--- src/rtl/muldiv_ctrl.sv ---
// muldiv_ctrl: iterative multiply/divide sequencer for the EX stage.
// Runs MULT/MULTU/DIV/DIVU over a fixed schedule and owns the HI/LO registers:
// one accept cycle, WIDTH shift-add / restoring-subtract cycles, then one
// sign-correction cycle that writes HI/LO. Also services MTHI/MTLO.
// Ports:
//   clk, rst        clock, synchronous active-high reset
//   start, op       request (00 MULT, 01 MULTU, 10 DIV, 11 DIVU)
//   rs_val, rt_val  multiplicand/dividend, multiplier/divisor
//   flush           squash the in-flight operation
//   mthi, mtlo      write wdata to HI / LO (idle only, start wins)
//   hi, lo          architectural HI/LO
//   busy            stall request (combinational)
//   done            one-cycle pulse after HI/LO take an operation result
module muldiv_ctrl #(
   parameter int WIDTH = 32,
   parameter int CNT_W = 6
) (
   input  logic             clk,
   input  logic             rst,
   input  logic             start,
   input  logic [1:0]       op,
   input  logic [WIDTH-1:0] rs_val,
   input  logic [WIDTH-1:0] rt_val,
   input  logic             flush,
   input  logic             mthi,
   input  logic             mtlo,
   input  logic [WIDTH-1:0] wdata,
   output logic [WIDTH-1:0] hi,
   output logic [WIDTH-1:0] lo,
   output logic             busy,
   output logic             done
);

   typedef enum logic [1:0] {IDLE, CALC, SIGN} state_t;

   localparam logic [CNT_W-1:0] LAST_CNT = CNT_W'(WIDTH - 1);

   state_t               state_reg, state_next;
   logic                 accept;

   logic                 op_div_reg;
   logic                 neg_q_reg;   // product / quotient negative
   logic                 neg_r_reg;   // remainder negative
   logic                 div_zero_reg;
   logic [WIDTH-1:0]     a_reg;       // multiplicand or divisor magnitude
   logic [2*WIDTH-1:0]   acc_reg;     // {HI part, LO part} working register
   logic [WIDTH-1:0]     rs_raw_reg;  // raw dividend, returned on divide by zero
   logic [CNT_W-1:0]     cnt_reg;
   logic [WIDTH-1:0]     hi_reg, lo_reg;
   logic                 done_reg;

   // Operand magnitudes: signed ops (op[0]==0) take absolute values.
   logic                 rs_neg, rt_neg;
   logic [WIDTH-1:0]     rs_mag, rt_mag;

   assign rs_neg = ~op[0] & rs_val[WIDTH-1];
   assign rt_neg = ~op[0] & rt_val[WIDTH-1];
   assign rs_mag = rs_neg ? (~rs_val + WIDTH'(1)) : rs_val;
   assign rt_mag = rt_neg ? (~rt_val + WIDTH'(1)) : rt_val;

   assign accept = (state_reg == IDLE) & start & ~flush;

   // Multiply step: conditionally add multiplicand to the upper half, then
   // shift the whole accumulator right, keeping the carry as the new MSB.
   logic [WIDTH:0]       mul_sum;
   logic [2*WIDTH-1:0]   mul_step;

   assign mul_sum  = {1'b0, acc_reg[2*WIDTH-1:WIDTH]} + (acc_reg[0] ? {1'b0, a_reg} : '0);
   assign mul_step = {mul_sum, acc_reg[WIDTH-1:1]};

   // Restoring divide step: shift the next dividend bit into the partial
   // remainder; keep the difference when it did not borrow.
   // The partial remainder is always below 2*divisor, so bit WIDTH of the
   // difference is a valid sign.
   logic [WIDTH:0]       div_rem_sh;
   logic [WIDTH:0]       div_diff;
   logic                 div_ge;
   logic [2*WIDTH-1:0]   div_step;

   assign div_rem_sh = {acc_reg[2*WIDTH-1:WIDTH], acc_reg[WIDTH-1]};
   assign div_diff   = div_rem_sh - {1'b0, a_reg};
   assign div_ge     = ~div_diff[WIDTH];
   assign div_step   = {(div_ge ? div_diff[WIDTH-1:0] : div_rem_sh[WIDTH-1:0]),
                        acc_reg[WIDTH-2:0], div_ge};

   // Sign correction.
   logic [2*WIDTH-1:0]   prod_fix;
   logic [WIDTH-1:0]     quo_raw, rem_raw, quo_fix, rem_fix;

   assign prod_fix = neg_q_reg ? (~acc_reg + (2*WIDTH)'(1)) : acc_reg;
   assign quo_raw  = acc_reg[WIDTH-1:0];
   assign rem_raw  = acc_reg[2*WIDTH-1:WIDTH];
   assign quo_fix  = neg_q_reg ? (~quo_raw + WIDTH'(1)) : quo_raw;
   assign rem_fix  = neg_r_reg ? (~rem_raw + WIDTH'(1)) : rem_raw;

   // State register
   always_ff @(posedge clk) begin
      if (rst) state_reg <= IDLE;
      else     state_reg <= state_next;
   end

   // Next-state logic
   always_comb begin
      state_next = state_reg;
      case (state_reg)
         IDLE:    if (accept) state_next = CALC;
         CALC:    if (flush) state_next = IDLE;
                  else if (cnt_reg == LAST_CNT) state_next = SIGN;
         SIGN:    state_next = IDLE;
         default: state_next = IDLE;
      endcase
   end

   // Outputs
   always_comb begin
      busy = (state_reg != IDLE) | accept;
   end

   assign hi   = hi_reg;
   assign lo   = lo_reg;
   assign done = done_reg;

   // Datapath
   always_ff @(posedge clk) begin
      if (rst) begin
         op_div_reg   <= 1'b0;
         neg_q_reg    <= 1'b0;
         neg_r_reg    <= 1'b0;
         div_zero_reg <= 1'b0;
         a_reg        <= '0;
         acc_reg      <= '0;
         rs_raw_reg   <= '0;
         cnt_reg      <= '0;
         hi_reg       <= '0;
         lo_reg       <= '0;
         done_reg     <= 1'b0;
      end else begin
         done_reg <= 1'b0;
         case (state_reg)
            IDLE: begin
               if (accept) begin
                  op_div_reg   <= op[1];
                  neg_q_reg    <= rs_neg ^ rt_neg;
                  neg_r_reg    <= rs_neg;
                  div_zero_reg <= op[1] & (rt_val == '0);
                  a_reg        <= rt_mag;
                  acc_reg      <= {{WIDTH{1'b0}}, rs_mag};
                  rs_raw_reg   <= rs_val;
                  cnt_reg      <= '0;
               end else begin
                  if (mthi) hi_reg <= wdata;
                  if (mtlo) lo_reg <= wdata;
               end
            end
            CALC: begin
               if (!flush) begin
                  acc_reg <= op_div_reg ? div_step : mul_step;
                  cnt_reg <= cnt_reg + CNT_W'(1);
               end
            end
            SIGN: begin
               if (!flush) begin
                  done_reg <= 1'b1;
                  if (!op_div_reg) begin
                     hi_reg <= prod_fix[2*WIDTH-1:WIDTH];
                     lo_reg <= prod_fix[WIDTH-1:0];
                  end else if (div_zero_reg) begin
                     hi_reg <= rs_raw_reg;
                     lo_reg <= '1;
                  end else begin
                     hi_reg <= rem_fix;
                     lo_reg <= quo_fix;
                  end
               end
            end
            default: ;
         endcase
      end
   end

endmodule

--- config.mk ---
export PLATFORM = sky130hd
export DESIGN_NAME = muldiv_ctrl
export DESIGN_NICKNAME = d
export VERILOG_FILES = /design/src/rtl/muldiv_ctrl.sv
export SDC_FILE = /design/constraint.sdc
export NUM_CORES = 1
export LEC_CHECK = 0
export CORE_AREA = 8 8 184 186
export CTS_CLUSTER_DIAMETER = 100
export CTS_CLUSTER_SIZE = 10
export DETAILED_ROUTE_END_ITERATION = 7
export DIE_AREA = 0 0 192 194
export PLACE_DENSITY = 0.87
export REMOVE_ABC_BUFFERS = 1
export SKIP_CTS_REPAIR_TIMING = 1
export SLEW_MARGIN = 15
export SYNTH_ARGS = -nofsm -noshare
export SYNTH_HDL_FRONTEND = slang
export SYNTH_SLANG_ARGS = --single-unit
--- constraint.sdc ---
create_clock -name clk -period 3.05 [get_ports clk]
set_clock_uncertainty 0.15 [all_clocks]
set_input_delay 0.61 -clock clk [delete_from_list [all_inputs] [get_ports clk]]
set_output_delay 0.61 -clock clk [all_outputs]
set_load 0.005 [all_outputs]
# Word-level counts from Yosys, hierarchy flattened
# Cells that the tools add are included.
dict set report op_classes {
  add_sub_neg 8
  n_eq_ne 10
  reduce_logical 11
  bitwise 16
  n_mux 31
}
# operator n
set op_table {}
lappend op_table {{32-bit two-way mux} 16}
lappend op_table {{64-bit two-way mux} 4}
lappend op_table {{32-bit by 1-bit adder with 32-bit output, second input constant} 4}
lappend op_table {{32-bit inverter} 4}
lappend op_table {{32-bit case mux with 2 select lines} 2}
lappend op_table {{64-bit case mux with 2 select lines} 1}
lappend op_table {{64-bit by 1-bit adder with 64-bit output, second input constant} 1}
lappend op_table {{64-bit inverter} 1}
lappend op_table {{32-bit by 32-bit adder with 33-bit output} 1}
lappend op_table {{33-bit by 32-bit subtractor with 33-bit output} 1}
lappend op_table {{32-bit logical NOT} 1}
lappend op_table {{6-bit two-way mux} 2}
lappend op_table {{2-bit != test, second input constant} 6}
lappend op_table {{6-bit case mux with 2 select lines} 1}
lappend op_table {{4-bit AND reduction} 2}
lappend op_table {{6-bit by 1-bit adder with 6-bit output, second input constant} 1}
lappend op_table {{6-bit by 5-bit == test with 1-bit output, second input constant} 1}
lappend op_table {{2-bit two-way mux} 3}
lappend op_table {{2-bit nonzero test} 3}
lappend op_table {{1-bit AND} 5}
lappend op_table {{1-bit inverter} 4}
lappend op_table {{2-bit case mux with 2 select lines} 1}
lappend op_table {{2-bit AND reduction} 2}
lappend op_table {{3-bit != test, second input constant} 1}
lappend op_table {{other kinds (8)} 8}
dict set report word_totals {
  regBits 205
  elab_cells 88
}

# Depth between registers and ports, before layout
dict set report depth {
  depth_word 7
  depth_mapped 13
  depth_no_buf 13
}

# Worst setup path after synthesis
# Ideal clock, no wire load.
dict set report synth_timing {
  path_kind {register to register}
  startpoint {register acc_reg[0]}
  endpoint {register hi_reg[8] (netlist: hi[8])}
  arrival_ns 3.105
  path_stages_with_launch 14
  setup_slack_ns -0.337
  synth_period_minus_slack_ns 3.387
  path_cell_list {dfxtp_1 inv_1 clkbuf_1 ha_1 or3b_2 nor4_1 nand3_1 or3_1 clkbuf_1 o41ai_1 xor2_1 a21oi_1 nand2_1 a21oi_1}
}
dict set report synth_between {
  elab_chain_cells 6
}
# item line
set synth_lines {}
lappend synth_lines {{start, declared} 46} ;# logic [2*WIDTH-1:0] acc_reg;
lappend synth_lines {{start signal, assigned} 147} ;# acc_reg <= {{WIDTH{1'b0}}, rs_mag};
lappend synth_lines {{start signal, assigned} 157} ;# acc_reg <= op_div_reg ? div_step : mul_step;
lappend synth_lines {{64-bit inverter} 90} ;# assign prod_fix = neg_q_reg ? (~acc_reg + (2*WIDTH)'(1)) : acc_reg;
lappend synth_lines {{64-bit by 1-bit adder with 64-bit output} 90}
lappend synth_lines {{64-bit two-way mux} 90}
lappend synth_lines {{32-bit two-way mux} 164} ;# if (!op_div_reg) begin
lappend synth_lines {{32-bit two-way mux} 162} ;# if (!flush) begin
lappend synth_lines {{32-bit case mux with 2 select lines} 139} ;# case (state_reg)
lappend synth_lines {{end signal, assigned} 165} ;# hi_reg <= prod_fix[2*WIDTH-1:WIDTH];
lappend synth_lines {{end signal, assigned} 168} ;# hi_reg <= rs_raw_reg;
lappend synth_lines {{end signal, assigned} 171} ;# hi_reg <= rem_fix;
lappend synth_lines {{end, declared} 49} ;# logic [WIDTH-1:0] hi_reg, lo_reg;
# No other way between the ends. The select of a mux whose other input is x is not followed.
# A chain may end at the register's enable or synchronous reset.

# Final worst setup path
dict set report layout_timing {
  startpoint {register acc_reg[7]}
  endpoint {register hi_reg[13] (netlist: hi[13])}
}
# Same word-level chain as after synthesis.

==> impl_metrics.yaml <==
floorplanning:
  die_y_um: 194
  rows: 65
  die_w_um: 192
  die_area_um2: 37200
  ios: 170
  coreArea_um2: 31100
  start_util: 0.518
clock_tree:
  cts_sinks: 205
  cts_tree: "built"
  htreeDepth: 1
  root_buffer: "clkbuf_16"
  cts-buffers-inserted: 24
  cts_max_path_buffers: 3
  clock_latency_ns: 0.55
  path_clk_slew_ns: 0.06
power:
  p_leak_nw: 9.09
  p_per_area_nw_per_um2: 351
  ir_drop_uv: 437
  total_power_w: 0.00783
sta:
  worst_slack_ns: -0.373
  setup-tns-final_ns: -6.28
  period_needed_ns: 3.42
  slew_headroom: 0.413
  tightest_slew_ns: 0.881
  finalCritPeriodShare: 1.12
  hold_viol: 0
  finalSetupViolations: 46
  fmax_ghz: 0.292
  rsz0062_at_grt: "true"
  maxSlewViolCount: 0
global_route:
  grt_max_degree: 133
  grt_pass1_vias: 18000
  grt_pass1_wl_mm: 93.6
  grt_usage: 0.304
  overflow: 0
  antenna_found_initial: 0
place:
  hpwl_mm: 45.6
  place_congestion: 0.964
  io_buffers: 169
worst_setup_path:
  start_kind: "flop"
  cp.required_ns: 3.34
  end_kind: "flop"
  path_class: "flop to flop"
  path_max_fanout: 7
  cp_data_arrival_time_ns: 3.71
synthesis:
  synth_top_area_share: 0.255
  ys_seq_area_frac: 0.255
  synth_cell_types: 79
  yosys-top-cells-area: "dfxtp_1, a21oi_1, xnor2_1, nand2_1, ha_1"
  syn-instance-count: 2186
  synth_area_um2: 16100
  synthArstFlopShare: 0
  syn_avg_cell_area_um2: 7.36
  synth_ff_type: "dfxtp_1"
  synth_edf_count: 0
  ys_warn_count: 0
  ys_ff_latch: 205
  yosysTopAreaCell: "dfxtp_1"
layout:
  drive_gt1_frac: 0.221
  diodes: 0
  nNetsFinal: 2773
  syn2layout_area_growth_pct: 38.8
  largest_register_ffs: 64
routing:
  ant_nets: 0
  totalWireLength_mm: 65.2
  viasPerCell: 6.49
  via_count: 19500
  first_iter_violations: 2569
  routedWlPerCell_um: 21.7
  drcViolationCount: 0
  drt_first_pass_iters: 6
flow_run:
  max_cap_violations: 0
hold_path:
  hold_class: "flop to flop"
status:
  run_status: "finished, violations left"
  violations: "setup timing"
## kinds of logic (layout without fill, tap and decap cells)
logic type | Yosys count | after routing | synth area share
AO/OA/AOI/OAI | 732 | 732 | 0.296
AND/OR/NAND/NOR | 700 | 700 | 0.201
buffers and inverters | 239 | 652 | 0.0581
flip-flops | 205 | 205 | 0.255
XOR/XNOR | 195 | 195 | 0.106
adder cells (fa/ha/maj) | 71 | 71 | 0.0561
multiplexers | 44 | 44 | 0.0276
## Yosys cell counts (41+ instances only)
| master | n |
|---|---|
| inv_1 | 71 |
| clkbuf_1 | 145 |
| nor3_1 | 47 |
| xor2_1 | 78 |
| ha_1 | 69 |
| o21ai_0 | 125 |
| nor2_1 | 206 |
| a211oi_1 | 101 |
| dfxtp_1 | 205 |
| xnor2_1 | 117 |
| nand2_1 | 244 |
| mux2i_1 | 41 |
| a21oi_1 | 234 |
## path summary, 6_finish.rpt
| kind | startpoint | endpoint | slack (ns) | cells past startpoint |
|---|---|---|---|---|
| hold / removal | lo[25]$_SDFFE_PP0P_ | lo[25]$_SDFFE_PP0P_ | 0.30 | 2 |
| setup reg to reg | acc_reg[7]$_SDFFE_PP0P_ | hi[13]$_SDFFE_PP0P_ | -0.37 | 11 |
| setup / recovery | acc_reg[7]$_SDFFE_PP0P_ | hi[13]$_SDFFE_PP0P_ | -0.37 | 11 |
| hold reg to reg | lo[25]$_SDFFE_PP0P_ | lo[25]$_SDFFE_PP0P_ | 0.30 | 2 |
## area by class of cell
class	instances	area (um2)
Sequential cell	205	4130
Clock buffer	25	604
Inverter	71	269
Timing Repair Buffer	554	4860
Clock inverter	2	23.8
Multi-Input combinational cell	1742	12000
Tap cell	402	503
Fill cell	2227	8730
## routing by layer
| layer | GRT usage | vias to the layer above | routed length [um] |
|---|---|---|---|
| li1 | - | 8710 | - |
| met2 | 0.506 | 1411 | 29700 |
| met4 | 0.143 | 0 | 3990 |
| met5 | 0 | - | 0 |
| met3 | 0.0399 | 364 | 6970 |
| met1 | 0.383 | 8986 | 24500 |
## power breakdown
group	total, W	switching (W)	internal [W]
sequential	0.00295	0.000123	0.00283
clock	0.00256	0.00117	0.00139
combinational	0.00232	0.00124	0.00108
total	0.00783	0.00254	0.00530
## placed cells by master, fill, tap and decap left out, drive strengths merged, types with 7 or more instances in the layout
cell type | Yosys | routed
mux2i | 41 | 41
a21o | 26 | 26
ha | 69 | 69
o21a | 12 | 12
nand4 | 12 | 12
o211ai | 24 | 24
a22oi | 18 | 18
a21oi | 234 | 234
buf | 22 | 384
or3 | 25 | 25
xnor2 | 117 | 117
o41ai | 18 | 18
inv | 71 | 71
nor4 | 15 | 15
nand2b | 25 | 25
clkdlybuf4s50 | 0 | 168
nor3 | 48 | 48
a211oi | 101 | 101
or4 | 18 | 18
nor2b | 36 | 36
a31oi | 15 | 15
nand3 | 30 | 30
and3 | 9 | 9
nor2 | 207 | 207
o221ai | 32 | 32
o21ai | 132 | 132
or2 | 8 | 8
nand2 | 244 | 244
dfxtp | 205 | 205
o21bai | 13 | 13
xor2 | 78 | 78
clkbuf | 146 | 27
a311oi | 12 | 12
o31ai | 34 | 34
and2 | 7 | 7
## worst max-delay path, stage by stage, from the launching register on
cell,delay (ns)
dfxtp_1,0.31
or4_4,0.56
nor4_4,0.29
nand4b_1,0.20
or4_4,0.46
or2_4,0.32
buf_6,0.14
buf_12,0.14
o41ai_4,0.23
xnor2_1,0.17
o21ai_1,0.10
a211oi_1,0.24
## metrics by stage
stage	hold slack, ns	worst slack, ns	instance area [um2]	utilization	std cells
6_report	0.302	-0.373	22300	0.719	3001
5_1_grt	0.310	-0.435	22300	0.719	3001
4_1_cts	0.303	-0.456	21100	0.680	2978
3_5_place_dp	0.295	-0.542	20500	0.660	2951
3_3_place_gp	0.288	-0.396	20500	0.660	2951
2_1_floorplan	0.275	-7.80	15400	-	2018
Power figures use the tool's default switching activity.
